**src/rtl/arb_pkg.sv**
```systemverilog
// Shared types and helpers for the eight-way round-robin arbiter.
package arb_pkg;

  typedef enum logic {
    IDLE = 1'b0,
    BUSY = 1'b1
  } state_t;

  localparam int N_REQ = 8;

  // Index of the first set bit of vec, scanning upward from ptr and wrapping 7->0.
  // Returns 0 when vec is empty; callers only use the result for non-empty vectors.
  function automatic logic [2:0] rotate_first(input logic [N_REQ-1:0] vec,
                                              input logic [2:0]       ptr);
    logic [2:0] idx;
    logic       found;
    rotate_first = 3'd0;
    found        = 1'b0;
    for (int i = 0; i < N_REQ; i++) begin
      idx = ptr + 3'(i);
      if (!found && vec[idx]) begin
        rotate_first = idx;
        found        = 1'b1;
      end
    end
  endfunction

endpackage

```
**src/rtl/onehot_to_idx8.sv**
```systemverilog
// One-hot to 3-bit binary encoder. Output is meaningless for non-one-hot
// input; zero input encodes to 0, which gives gnt_idx its idle value for free.
module onehot_to_idx8 (
  input  logic [7:0] i_onehot,
  output logic [2:0] o_idx
);

  assign o_idx = {|(i_onehot & 8'hF0),
                  |(i_onehot & 8'hCC),
                  |(i_onehot & 8'hAA)};

endmodule

```
**src/rtl/rr_arb8.sv**
```systemverilog
// Eight-way round-robin arbiter with grant lock and bounded hold time.
//
// state | meaning
// IDLE  | no grant outstanding, gnt = 0
// BUSY  | one requester holds gnt; hold counter tracks how long
//
// All outputs come straight from registers (gnt_idx through the encoder on
// registered gnt), so there is no combinational path from req or en.
module rr_arb8
  import arb_pkg::*;
#(
  parameter int MAX_HOLD = 16
) (
  input  logic                                            clk,
  input  logic                                            rst_n,
  input  logic                                            en,
  input  logic [7:0]                                      req,
  output logic [7:0]                                      gnt,
  output logic [2:0]                                      gnt_idx,
  output logic                                            gnt_valid,
  output logic [((MAX_HOLD > 1) ? $clog2(MAX_HOLD) : 1)-1:0] hold_cnt
);

  localparam int             HW        = (MAX_HOLD > 1) ? $clog2(MAX_HOLD) : 1;
  localparam logic [HW-1:0]  HOLD_LAST = HW'(MAX_HOLD - 1);

  state_t        r_state, w_state_nx;
  logic [2:0]    r_ptr,   w_ptr_nx;
  logic [7:0]    r_gnt,   w_gnt_nx;
  logic [HW-1:0] r_hold,  w_hold_nx;
  logic [2:0]    w_idx;
  logic [2:0]    w_win;
  logic [7:0]    w_cand;
  logic          w_release;

  onehot_to_idx8 u_enc (
    .i_onehot (r_gnt),
    .o_idx    (w_idx)
  );

  // Next-state logic: pick a winner from IDLE, or keep/release/hand over in BUSY.
  always_comb begin
    w_state_nx = r_state;
    w_ptr_nx   = r_ptr;
    w_gnt_nx   = r_gnt;
    w_hold_nx  = r_hold;
    w_win      = 3'd0;
    // The holder is masked out of the hand-over decision so a requester that
    // hit the hold limit cannot immediately win again.
    w_cand     = req & ~(8'd1 << w_idx);
    w_release  = !req[w_idx] || (r_hold == HOLD_LAST) || !en;

    case (r_state)
      IDLE: begin
        w_gnt_nx  = '0;
        w_hold_nx = '0;
        if (en && (|req)) begin
          w_win      = rotate_first(req, r_ptr);
          w_gnt_nx   = 8'd1 << w_win;
          w_state_nx = BUSY;
        end
      end
      BUSY: begin
        if (!w_release) begin
          w_hold_nx = r_hold + 1'b1;
        end else begin
          w_ptr_nx  = w_idx + 3'd1;
          w_hold_nx = '0;
          if (en && (|w_cand)) begin
            w_win    = rotate_first(w_cand, w_idx + 3'd1);
            w_gnt_nx = 8'd1 << w_win;
          end else begin
            w_gnt_nx   = '0;
            w_state_nx = IDLE;
          end
        end
      end
      default: begin
        w_state_nx = IDLE;
        w_gnt_nx   = '0;
        w_hold_nx  = '0;
      end
    endcase
  end

  // State, pointer, grant and hold counter registers.
  always_ff @(posedge clk or negedge rst_n) begin
    if (!rst_n) begin
      r_state <= IDLE;
      r_ptr   <= 3'd0;
      r_gnt   <= 8'h00;
      r_hold  <= '0;
    end else begin
      r_state <= w_state_nx;
      r_ptr   <= w_ptr_nx;
      r_gnt   <= w_gnt_nx;
      r_hold  <= w_hold_nx;
    end
  end

  assign gnt       = r_gnt;
  assign gnt_idx   = w_idx;
  assign gnt_valid = |r_gnt;
  assign hold_cnt  = r_hold;

endmodule

```
**config.mk**
```make
export PLATFORM = sky130hd
export DESIGN_NAME = rr_arb8
export DESIGN_NICKNAME = d
export VERILOG_FILES = /design/src/rtl/arb_pkg.sv /design/src/rtl/onehot_to_idx8.sv /design/src/rtl/rr_arb8.sv
export SDC_FILE = /design/constraint.sdc
export NUM_CORES = 1
export LEC_CHECK = 0
export CORE_MARGIN = 4
export CORE_UTILIZATION = 65
export CTS_CLUSTER_DIAMETER = 60
export CTS_CLUSTER_SIZE = 25
export DETAILED_ROUTE_END_ITERATION = 6
export PLACE_DENSITY = 0.88
export SYNTH_ARGS = -nofsm -noshare
export SYNTH_HDL_FRONTEND = slang
export SYNTH_HIERARCHICAL = 1
export SYNTH_SLANG_ARGS = --single-unit
```
**constraint.sdc**
```tcl
create_clock -name clk -period 8.71 [get_ports clk]
set_input_delay 1.742 -clock clk [delete_from_list [all_inputs] [get_ports clk]]
set_output_delay 1.742 -clock clk [all_outputs]
set_load 0.02 [all_outputs]
```
==> reports/results.txt <==
final core occ: 0.727
total track usage: 0.281
adder-cell area share of the yosys netlist: 0.0432
final net count: 394
Post-Synth XOR/XNOR Area: 0.0275
family with the most delay on the worst path: compound AO/OA/AOI/OAI gates
min Tclk post-route: 4.88 ns
post-synthesis net count: 393
CP bufs+invs: 1
Placed Instance Area: 3380 um^2
Multi-input gate area: 2570 um^2
number of global-route vias before repair: 2903
latest clock arrival within the worst-skew pair: 0.25 ns
dpl hpwl: 6.09 mm
Synth Register Bits: 16
Setup-failing EPs final: 0
max incr delay on CP: 0.89 ns
Rel. slew slack: 0.396
switching power: 832 uW
Max-Cap Viols: 0
slew of the pin with the lowest slew margin: 0.906 ns
Slowest-stage cell, CP: ha_1
min-delay worst type: reg2reg
die footprint: 6090 um^2
first-pass iteration count of the detailed router: 6
setup TNS: 0 ns
status: finished clean
share of power burned in registers: 0.087
critical path required time: 8.81 ns
cell area after layout: 3440 um^2
Syn Inst Count: 371
CTS Buf Count: 3
top cell type's share of synthesized area: 0.155
largest family of logic cells by synthesized area: compound AO/OA/AOI/OAI gates
R2R Setup Slk: 3.83 ns
Reg area: 400 um^2
H-tree Lvls: 1
Hold-fix buffers, CTS: 0
CP startpoint kind: flop
initial DRC count: 353
first-pass GRT wire length: 14.1 mm
GRT Residual Overflow: 0
pwr/cell area: 439 nW/um^2
Synth cell types: 72
CTS tree: built
top area cells in the synthesized netlist: mux4_2, dfrtp_1, mux2i_1
leading area contributor after synthesis: mux4_2
post-synthesis sequential area ratio: 0.126
Core Region: 4720 um^2
mapped cell area: 3190 um^2
layout cell share with drive strength beyond 1: 0.132
# diodes: 0
top_reg_cell synth: dfrtp_1
Compound-Gate Fraction of Synth Area: 0.267
drt drc: 0
largest net degree at the start of global routing: 35
Ys Warns: 6
Fin Clk Skew: 0.00396 ns
clock-pin transition on the worst setup and hold timing paths: 0.06 ns
Clock Path Buffers: 2
routability congestion estimate: 0.934
WS Path Type: reg2reg
Int Pwr: 677 uW
Simple-Gate Fraction of Synth Area: 0.209
combinational share of power: 0.871
wire length per cell: 19.3 um
Initial Util: 0.675
via-per-instance ratio: 7.29
Fin Hold WS: 0.493 ns
f_max: 205 MHz
I/O pin count: 27
maximum VDD drop: 0.402 mV
Hold Violations, Final: 0
Clock power frac: 0.043
worst path cell trace: or4_1 -> buf_4 -> ha_1 -> ha_1 -> mux4_2 -> o211a_1 -> a221oi_4 -> nand4_1 -> o211a_1 -> o31ai_1 -> o31ai_1
post-CTS setup buffers: 0
Worst Path Max Fanout: 34
antenna violations before repair: 0
unrepaired setup endpoints after global routing: no
Final ANT Viol Nets: 0
Clock Root Buffer: clkbuf_8
CP Data Arrival Time: 4.98 ns
total power: 1510 uW
width of the die: 78.0 um
Area growth, synth to finish: 7.81%
via count: 3195
proportion of synthesized area in mux cells: 0.259
Std-Cell Rows: 25
Die Y: 78.0 um
Pleak: 0.00129 uW
post-cts resize count: 0
Tcrit/Tclk final: 0.560
Port Buffers: 26
Crit. End Element: flop
clk sinks: 16
total wire length: 8.47 mm
Sw Ratio: 0.551
fraction of registers with async set/reset: 1.00
Post-synth EDFFs: 0
syn avg cell area: 8.59 um^2
filler cell count: 356
Final Slew Violations: 0
==> power groups by stage <==
stage,sequential (uW),combinational [uW],clock (uW)
6_report,131,1310,64.4
4_1_cts,130,1290,64.8
2_1_floorplan,111,1070,0
5_1_grt,135,1440,67.8
3_3_place_gp,131,1260,0
3_5_place_dp,131,1280,0
==> sequential cells by signal (all words and copies together) (netlist names) <==
signal,count
hold_cnt,4
r_ptr,3
gnt,8
r_state,1
==> path summary, 6_finish.rpt <==
check,from,endpoint,cells past startpoint
min reg2reg,hold_cnt[0],hold_cnt[0],1
max,gnt[5],gnt[2],11
min,hold_cnt[0],hold_cnt[0],1
max in group asynchronous,rst_n,gnt[0],1
min in group asynchronous,rst_n,gnt[3],1
max reg2reg,gnt[5],gnt[2],11
==> metal layers <==
layer	GRT usage	share of wire	up-vias
li1	-	-	1475
met4	0.0787	0.018	0
met2	0.490	0.51	174
met5	0	0	-
met3	0.0241	0.069	20
met1	0.375	0.41	1526
==> final cells by class <==
class / count / area share
multi-input cells: 309 / 0.748
flip-flops and latches: 16 / 0.117
repair buffers: 28 / 0.0801
well taps: 67 / 0.0244
clock buffers: 4 / 0.0160
inverters: 14 / 0.0153
==> per-stage QoR <==
| stage | setup slack, ns | std cells |
|---|---|---|
| 2_1_floorplan | 4.52 | 371 |
| 3_3_place_gp | 3.77 | 434 |
| 3_5_place_dp | 3.64 | 434 |
| 4_1_cts | 3.86 | 438 |
| 5_1_grt | 3.61 | 438 |
| 6_report | 3.83 | 438 |
==> logic make-up after synthesis <==
| group | count (synthesis) |
|---|---|
| flops | 16 |
| fa+ha+maj | 11 |
| buf+inv | 46 |
| compound gates | 110 |
| simple gates | 125 |
| xor+xnor | 10 |
| mux | 53 |
==> placed cells by master, fill, tap and decap left out, types with 12 or more instances in the layout <==
cell	n
nor2_1	27
clkdlybuf4s50_1	26
nand2_1	23
mux4_2	22
mux2i_1	18
dfrtp_1	16
o211ai_1	13
inv_1	12
o21ai_0	12
==> synthesized netlist by cell type, types with 4 or more instances <==
cell type	n
nor4_1	9
o211a_1	5
o21ai_0	12
nor3_1	11
inv_1	12
o31ai_1	11
ha_1	11
buf_6	4
nand2b_1	7
a32oi_1	11
nand3_1	9
dfrtp_1	16
mux4_2	22
a21oi_1	11
mux2_2	11
and2_1	5
xor2_1	4
clkbuf_1	16
o211ai_1	13
buf_2	8
nor2_1	27
a211oi_1	4
xnor2_1	6
mux2i_1	18
nor3b_1	9
nor2b_1	6
nand2_1	23
Note: power is estimated with default switching activity, not from simulation.
